--- src/rtl/seq_divider_pkg.sv ---
// Shared types and sizing helpers for the iterative restoring divider.
package seq_divider_pkg;

   typedef enum logic [1:0] {
      IDLE = 2'd0,
      RUN  = 2'd1,
      DONE = 2'd2
   } state_t;

   localparam int unsigned DEF_WIDTH = 8;

   // Counter must hold the value WIDTH itself
   function automatic int unsigned cnt_width(input int unsigned w);
      return $clog2(w + 1);
   endfunction

   localparam int unsigned DEF_CNT_W = cnt_width(DEF_WIDTH);

endpackage

--- src/rtl/seq_divider_div_step.sv ---
// One restoring-division iteration: shift in a dividend bit, try to subtract the divisor.
module div_step
   import seq_divider_pkg::*;
#(
   parameter int unsigned WIDTH = DEF_WIDTH
) (
   input  logic [WIDTH-1:0] i_rem,
   input  logic             i_bit,
   input  logic [WIDTH-1:0] i_divisor,
   output logic [WIDTH-1:0] o_rem,
   output logic             o_qbit
);

   logic [WIDTH:0] w_trial;
   logic [WIDTH:0] w_diff;

   assign w_trial = {i_rem, i_bit};
   assign w_diff  = w_trial - {1'b0, i_divisor};

   // Borrow out of the top bit means the subtraction must be undone
   always_comb begin
      o_qbit = ~w_diff[WIDTH];
      o_rem  = w_diff[WIDTH] ? w_trial[WIDTH-1:0] : w_diff[WIDTH-1:0];
   end

endmodule

--- src/rtl/seq_divider.sv ---
// Iterative unsigned restoring divider: one quotient bit per clock, results held until the next completion.
module seq_divider
   import seq_divider_pkg::*;
#(
   parameter int unsigned WIDTH = DEF_WIDTH
) (
   input  logic             clk,
   input  logic             rst,
   input  logic             start,
   input  logic [WIDTH-1:0] dividend,
   input  logic [WIDTH-1:0] divisor,
   output logic             busy,
   output logic             done,
   output logic [WIDTH-1:0] quotient,
   output logic [WIDTH-1:0] remainder,
   output logic             div_by_zero
);

   localparam int unsigned CNT_W = cnt_width(WIDTH);

   state_t           r_state;
   state_t           w_state_nxt;
   logic             w_busy_nxt;
   logic             w_done_nxt;
   logic             w_accept;
   logic             w_div_zero;
   logic             w_last;
   logic [CNT_W-1:0] r_cnt;
   logic [WIDTH-1:0] r_rem;
   logic [WIDTH-1:0] r_dq;
   logic [WIDTH-1:0] r_divisor;
   logic [WIDTH-1:0] w_rem;
   logic             w_qbit;

   assign w_accept   = start && ((r_state == IDLE) || (r_state == DONE));
   assign w_div_zero = (divisor == '0);
   assign w_last     = (r_cnt == CNT_W'(1));

   div_step #(.WIDTH(WIDTH)) u_step (
      .i_rem     (r_rem),
      .i_bit     (r_dq[WIDTH-1]),
      .i_divisor (r_divisor),
      .o_rem     (w_rem),
      .o_qbit    (w_qbit)
   );

   // State register and registered status outputs
   always_ff @(posedge clk) begin
      if (rst) begin
         r_state <= IDLE;
         busy    <= 1'b0;
         done    <= 1'b0;
      end else begin
         r_state <= w_state_nxt;
         busy    <= w_busy_nxt;
         done    <= w_done_nxt;
      end
   end

   always_comb begin
      w_state_nxt = r_state;
      unique case (r_state)
         IDLE, DONE: begin
            if (start) w_state_nxt = w_div_zero ? DONE : RUN;
            else       w_state_nxt = IDLE;
         end
         RUN:     if (w_last) w_state_nxt = DONE;
         default: w_state_nxt = IDLE;
      endcase
   end

   always_comb begin
      w_busy_nxt = 1'b0;
      w_done_nxt = 1'b0;
      w_busy_nxt = (w_state_nxt == RUN);
      w_done_nxt = (w_state_nxt == DONE);
   end

   // Dividend bits leave r_dq at the top while quotient bits enter at the bottom
   always_ff @(posedge clk) begin
      if (rst) begin
         r_cnt       <= '0;
         r_rem       <= '0;
         r_dq        <= '0;
         r_divisor   <= '0;
         quotient    <= '0;
         remainder   <= '0;
         div_by_zero <= 1'b0;
      end else if (w_accept) begin
         if (w_div_zero) begin
            quotient    <= '1;
            remainder   <= dividend;
            div_by_zero <= 1'b1;
         end else begin
            r_divisor <= divisor;
            r_dq      <= dividend;
            r_rem     <= '0;
            r_cnt     <= CNT_W'(WIDTH);
         end
      end else if (r_state == RUN) begin
         r_rem <= w_rem;
         r_dq  <= {r_dq[WIDTH-2:0], w_qbit};
         r_cnt <= r_cnt - CNT_W'(1);
         if (w_last) begin
            quotient    <= {r_dq[WIDTH-2:0], w_qbit};
            remainder   <= w_rem;
            div_by_zero <= 1'b0;
         end
      end
   end

endmodule

--- config.mk ---
export PLATFORM = sky130hd
export DESIGN_NAME = seq_divider
export DESIGN_NICKNAME = d
export VERILOG_FILES = /design/src/rtl/seq_divider_pkg.sv /design/src/rtl/seq_divider_div_step.sv /design/src/rtl/seq_divider.sv
export SDC_FILE = /design/constraint.sdc
export NUM_CORES = 1
export LEC_CHECK = 0
export CORE_MARGIN = 4
export CORE_UTILIZATION = 30
export DETAILED_ROUTE_END_ITERATION = 7
export GPL_TIMING_DRIVEN = 0
export PLACE_DENSITY_LB_ADDON = 0.08
export SLEW_MARGIN = 20
export SYNTH_ARGS = -nofsm -noshare
export SYNTH_HDL_FRONTEND = slang
export SYNTH_SLANG_ARGS = --single-unit
--- constraint.sdc ---
create_clock -name clk -period 2.89 [get_ports clk]
set_clock_uncertainty 0.15 [all_clocks]
set_input_delay 0.4335 -clock clk [delete_from_list [all_inputs] [get_ports clk]]
set_output_delay 0.4335 -clock clk [all_outputs]
set_load 0.1 [all_outputs]
==> results of run 1 <==
per-stage QoR:
| step | setup WS (ns) | cells | hold WS, ns |
|---|---|---|---|
| after detailed placement | 0.302 | 436 | 0.299 |
| final | 0.304 | 444 | 0.311 |
| after CTS | 0.267 | 444 | 0.314 |
| after floorplan | 0.542 | 295 | 0.286 |
| after global placement | 0.295 | 436 | 0.295 |
| after global routing | 0.0722 | 444 | 0.338 |
cells in the mapped netlist (all sizes together), types with 2 or more instances:
| cell type | n |
|---|---|
| nor4 | 2 |
| a21oi | 18 |
| nor3 | 12 |
| buf | 9 |
| a221oi | 3 |
| a311oi | 16 |
| nand2b | 5 |
| o21ai | 6 |
| nor2b | 3 |
| clkbuf | 7 |
| nor2 | 50 |
| a31oi | 2 |
| a211oi | 8 |
| dfxtp | 49 |
| xnor2 | 3 |
| a22oi | 3 |
| xor2 | 3 |
| mux2i | 4 |
| inv | 14 |
| mux2 | 4 |
| or4 | 2 |
| ha | 10 |
| nand2 | 43 |
| nand3 | 5 |
per-layer routing:
| layer | track usage | routed length (um) | part of all wire |
|---|---|---|---|
| met5 | 0 | 0 | 0 |
| met4 | 0.0425 | 117 | 0.018 |
| met3 | 0.0292 | 276 | 0.044 |
| met2 | 0.206 | 2780 | 0.44 |
| met1 | 0.183 | 3150 | 0.50 |
flip-flops by register name, summed over array words and instances, names as in the netlist:
name	count
r_cnt	4
r_rem	8
r_state	2
busy	1
quotient	8
r_divisor	8
r_dq	8
div_by_zero	1
done	1
remainder	8
power groups by stage:
stage | combinational, W | sequential, W | clock [W]
final | 0.000685 | 0.000772 | 0.000425
after global routing | 0.000765 | 0.000780 | 0.000478
after CTS | 0.000694 | 0.000772 | 0.000451
after detailed placement | 0.000692 | 0.000788 | 0
after global placement | 0.000690 | 0.000788 | 0
after floorplan | 0.000481 | 0.000839 | 0
critical path: cells and delay by family, from the launching register on:
family,cells,cell delay (ns)
buf+inv,2,0.14
simple gates,2,0.36
flops,1,0.35
xor+xnor,1,0.38
compound gates,2,0.34
mux,1,0.36
fa+ha+maj,2,0.42
area by class of cell:
class                   count  area share
multi-input cells         215       0.447
well taps                 105      0.0421
inverters                  14      0.0168
clock buffers               5      0.0220
clock inverters             3     0.00681
repair buffers             36       0.115
plain buffers              17      0.0353
flip-flops and latches     49       0.314
worst paths after layout:
path	startpoint	end	slack [ns]
max	r_dq[7]	remainder[2]	0.30
min	r_divisor[5]	r_divisor[5]	0.31
max reg2reg	r_dq[7]	remainder[2]	0.30
min reg2reg	r_divisor[5]	r_divisor[5]	0.31
logic make-up (layout without fill, tap and decap cells):
| group | count (synthesis) | in the layout | share of synthesized area |
|---|---|---|---|
| AND/OR/NAND/NOR | 128 | 128 | 0.231 |
| multiplexers | 8 | 8 | 0.0394 |
| AO/OA/AOI/OAI | 62 | 62 | 0.194 |
| adder cells (fa/ha/maj) | 11 | 11 | 0.0571 |
| XOR/XNOR | 6 | 6 | 0.0281 |
| buffers and inverters | 31 | 75 | 0.0640 |
| flip-flops | 49 | 49 | 0.386 |
==> metrics.yaml, run 1 <==
swShare: 0.364
cts_inserted_buffers: 5
fmax_mhz: 387
port_buffers: 36
synthFlopType: "dfxtp_1"
clockRootBuffer: "clkbuf_8"
fin_nets: 368
gp_congestion: 0.780
required_ns: 2.96
syn-mean-instance-area_um2: 8.61
drtPass1Iterations: 4
yosysWarnings: 0
synth_area_leaders: "dfxtp_1 (39%), nor2_1 (7.2%), nand2_1 (5.9%)"
cts_setup_buffers: 0
dieArea_um2: 10000
p_int_w: 0.00120
fin_util: 0.380
wirelength_um: 6330
ys_async_sr_fraction: 0
power_density_nw_per_um2: 603
rsz0062_at_grt: "no"
crit_chain: "inv_1 > ha_1 > inv_1 > fa_1 > nand3_2 > a21oi_1 > and3b_2 > xnor2_4 > mux2_4 > a311oi_2"
start_kind: "register"
cts_buffer_depth: 2
grt_antenna_before_repair: 0
dr_total_vias: 2148
path_clk_slew_ns: 0.10
drc: 0
regArea_um2: 981
synth_top_area_share: 0.386
core_area_um2: 8220
start_util: 0.309
ir_worst_vdd_uv: 208
tightest_slew_ns: 0.971
synthDistinctLibCells: 50
synthCells: 295
critPathMaxStageDelay_ns: 0.38
detailed_place_hpwl_um: 4890
h-tree-depth: 2
hold_path.class: "reg -> reg"
cp.arrival_ns: 2.66
endpoint_kind: "register"
min_period_ns: 2.59
synth.net_count: 325
synth_top_cell_by_area: "dfxtp_1"
synth-edff-count: 0
drtAntennaViolNets: 0
dieWidth_um: 100
slew_violations: 0
ios: 38
ff2ff_path_depth: 10
combPwrFrac: 0.364
drive_gt1_frac: 0.121
clock_sinks: 49
grt_util_all_layers: 0.133
crit_type: "reg -> reg"
core.rowCount: 33
max_slew_margin: 0.351
tns_ns: 0
period_share: 0.895
finalHoldViolations: 0
cp_slowest_cell: "xnor2_4"
pwr-share-clk: 0.226
grt_overflow: 0
grt_pass1_wl_um: 10500
hold_buffers: 0
ys_ff_latch: 49
power_leakage_nw: 1.14
via_per_inst: 4.84
wl_per_cell_um: 14.3
multiInputGateArea_um2: 1400
hold_depth: 2
n_antenna_cell: 0
power.total_w: 0.00188
outcome: "complete, no violations"
drtIter0Drc: 46
clk-insertion-delay-late_ns: 0.31
cp_common_cell: "inv_1"
die_h_um: 100
area_delta_synth_final_pct: 22.9
final_cell_mix: "nor2_1 (49), dfxtp_1 (49), nand2_1 (40)"
syn_area_um2: 2540
cts-resized-gates: 0
tritoncts: "done"
p_sw_w: 0.000685
worstPathMaxFanout: 10
final-setup-viol-count: 0
fin_area_um2: 3120
fillCellCount: 860
maxCapViolCount: 0
post_dp_cell_area_um2: 3030
synth-seq-area-share: 0.386
grt_max_degree: 17
seqPwrFrac: 0.411
grt_pass1_vias: 2029
(Power assumes the default switching activity.)
==> run 2, diff against run 1 <==
--- a/config.mk
+++ b/config.mk
@@ -9,7 +9,7 @@
 export CORE_UTILIZATION = 30
 export DETAILED_ROUTE_END_ITERATION = 7
 export GPL_TIMING_DRIVEN = 0
-export PLACE_DENSITY_LB_ADDON = 0.08
+export PLACE_DENSITY = 0.48
 export SLEW_MARGIN = 20
 export SYNTH_ARGS = -nofsm -noshare
 export SYNTH_HDL_FRONTEND = slang
==> run 2 against run 1 <==
- die area is the same
- first-iteration DRC count rose by 65%
- power about the same
- critical endpoint unchanged
==> metrics.yaml, run 2 (synthesized netlist as in run 1, its figures left out) <==
gp_congestion: 0.751
grt_overflow: 0
hold_path.class: "reg -> reg"
holdWs_ns: 0.308
period_share: 0.895
finalHoldViolations: 0
die_h_um: 100
p_sw_w: 0.000682
start_util: 0.309
h-tree-depth: 2
crit_chain: "inv_1 > ha_1 > inv_1 > fa_1 > nand3_2 > a21oi_1 > and3b_2 > xnor2_4 > mux2_4 > a311oi_2"
dieWidth_um: 100
endpoint_kind: "register"
core.rowCount: 33
clk-insertion-delay-late_ns: 0.30
clockRootBuffer: "clkbuf_8"
drc: 0
path_clk_slew_ns: 0.10
dieArea_um2: 10000
drtIter0Drc: 76
tns_ns: 0
grt_pass1_wl_um: 10500
drtAntennaViolNets: 0
crit_type: "reg -> reg"
ios: 38
required_ns: 2.97
grt_max_degree: 16
grt_util_all_layers: 0.132
dr_total_vias: 2131
port_buffers: 36
final_cell_mix: "nor2_1 (49), dfxtp_1 (49), nand2_1 (40)"
drtPass1Iterations: 4
cts_inserted_buffers: 5
slew_violations: 0
pwr-share-clk: 0.222
worstPathMaxFanout: 10
start_kind: "register"
grt_pass1_vias: 2053
cts_buffer_depth: 2
cts-resized-gates: 0
area_delta_synth_final_pct: 22.8
max_slew_margin: 0.351
maxCapViolCount: 0
detailed_place_hpwl_um: 4840
cp.arrival_ns: 2.67
drive_gt1_frac: 0.118
critPathBufInv: 2
fmax_mhz: 386
multiInputGateArea_um2: 1400
wirelength_um: 6340
grt_antenna_before_repair: 0
swShare: 0.363
outcome: "complete, no violations"
clock_sinks: 49
critPathMaxStageDelay_ns: 0.39
n_antenna_cell: 0
rsz0062_at_grt: "no"
critPathTopFamily: "adder cells"
fin_nets: 368
core_area_um2: 8220
hold_buffers: 0
power_density_nw_per_um2: 603
ir_worst_vdd_uv: 208
p_int_w: 0.00120
combPwrFrac: 0.367
power_leakage_nw: 1.14
min_period_ns: 2.59
wl_per_cell_um: 14.3
final-setup-viol-count: 0
cp_slowest_cell: "xnor2_4"
cp_common_cell: "inv_1"
via_per_inst: 4.80
tightest_slew_ns: 0.970
fillCellCount: 873
tritoncts: "done"
cts_setup_buffers: 0
seqPwrFrac: 0.410
regArea_um2: 981
[run 2: cell types whose count changed in the layout (fill, tap and decap cells not counted), sizes merged]
cell / previous run / this run
clkinvlp: 1 / 0
clkbuf: 12 / 13
[run 2: final cells by class]
class                           instances  area share
Sequential cell                        49       0.315
Clock inverter                          2     0.00441
Inverter                               14      0.0169
Tap cell                              105      0.0421
Buffer                                 17      0.0353
Multi-Input combinational cell        215       0.448
Timing Repair Buffer                   36       0.116
Clock buffer                            6      0.0233
[run 2: metrics by stage]
| step | instances | worst slack, ns | power (W) | instance area (um^2) | util |
|---|---|---|---|---|---|
| finish | 444 | 0.302 | 0.00188 | 3120 | 0.379 |
| detailed placement | 436 | 0.301 | 0.00149 | 3030 | 0.369 |
| global placement | 436 | 0.306 | 0.00148 | 3030 | 0.369 |
| floorplan | 295 | 0.542 | 0.00132 | 2540 | - |
| global route | 444 | 0.0983 | 0.00201 | 3120 | 0.379 |
| CTS | 444 | 0.273 | 0.00191 | 3120 | 0.379 |
[run 2: power groups by stage]
stage | logic, W | clock network, W | registers, W
final | 0.000690 | 0.000418 | 0.000772
after global routing | 0.000763 | 0.000463 | 0.000780
after global placement | 0.000692 | 0 | 0.000788
after detailed placement | 0.000698 | 0 | 0.000788
after floorplan | 0.000481 | 0 | 0.000839
after CTS | 0.000700 | 0.000438 | 0.000772
[run 2: worst paths after layout]
path,endpoint,start,cells after the start,slack (ns)
worst max-delay path,remainder[2],r_dq[7],10,0.30
worst min-delay path,r_divisor[7],r_divisor[7],2,0.31
worst max register to register,remainder[2],r_dq[7],10,0.30
worst min register to register,r_divisor[7],r_divisor[7],2,0.31
[run 2: worst min-delay path, cell delays in order, from the launching register on]
cell and delay, ns:
dfxtp_1 0.32, nand2_1 0.05, a21oi_1 0.05
[run 2: layer usage]
| metal | wire length [um] | GRT usage |
|---|---|---|
| met5 | 0 | 0 |
| met4 | 57 | 0.0311 |
| met3 | 245 | 0.0250 |
| met2 | 2800 | 0.206 |
| met1 | 3240 | 0.188 |
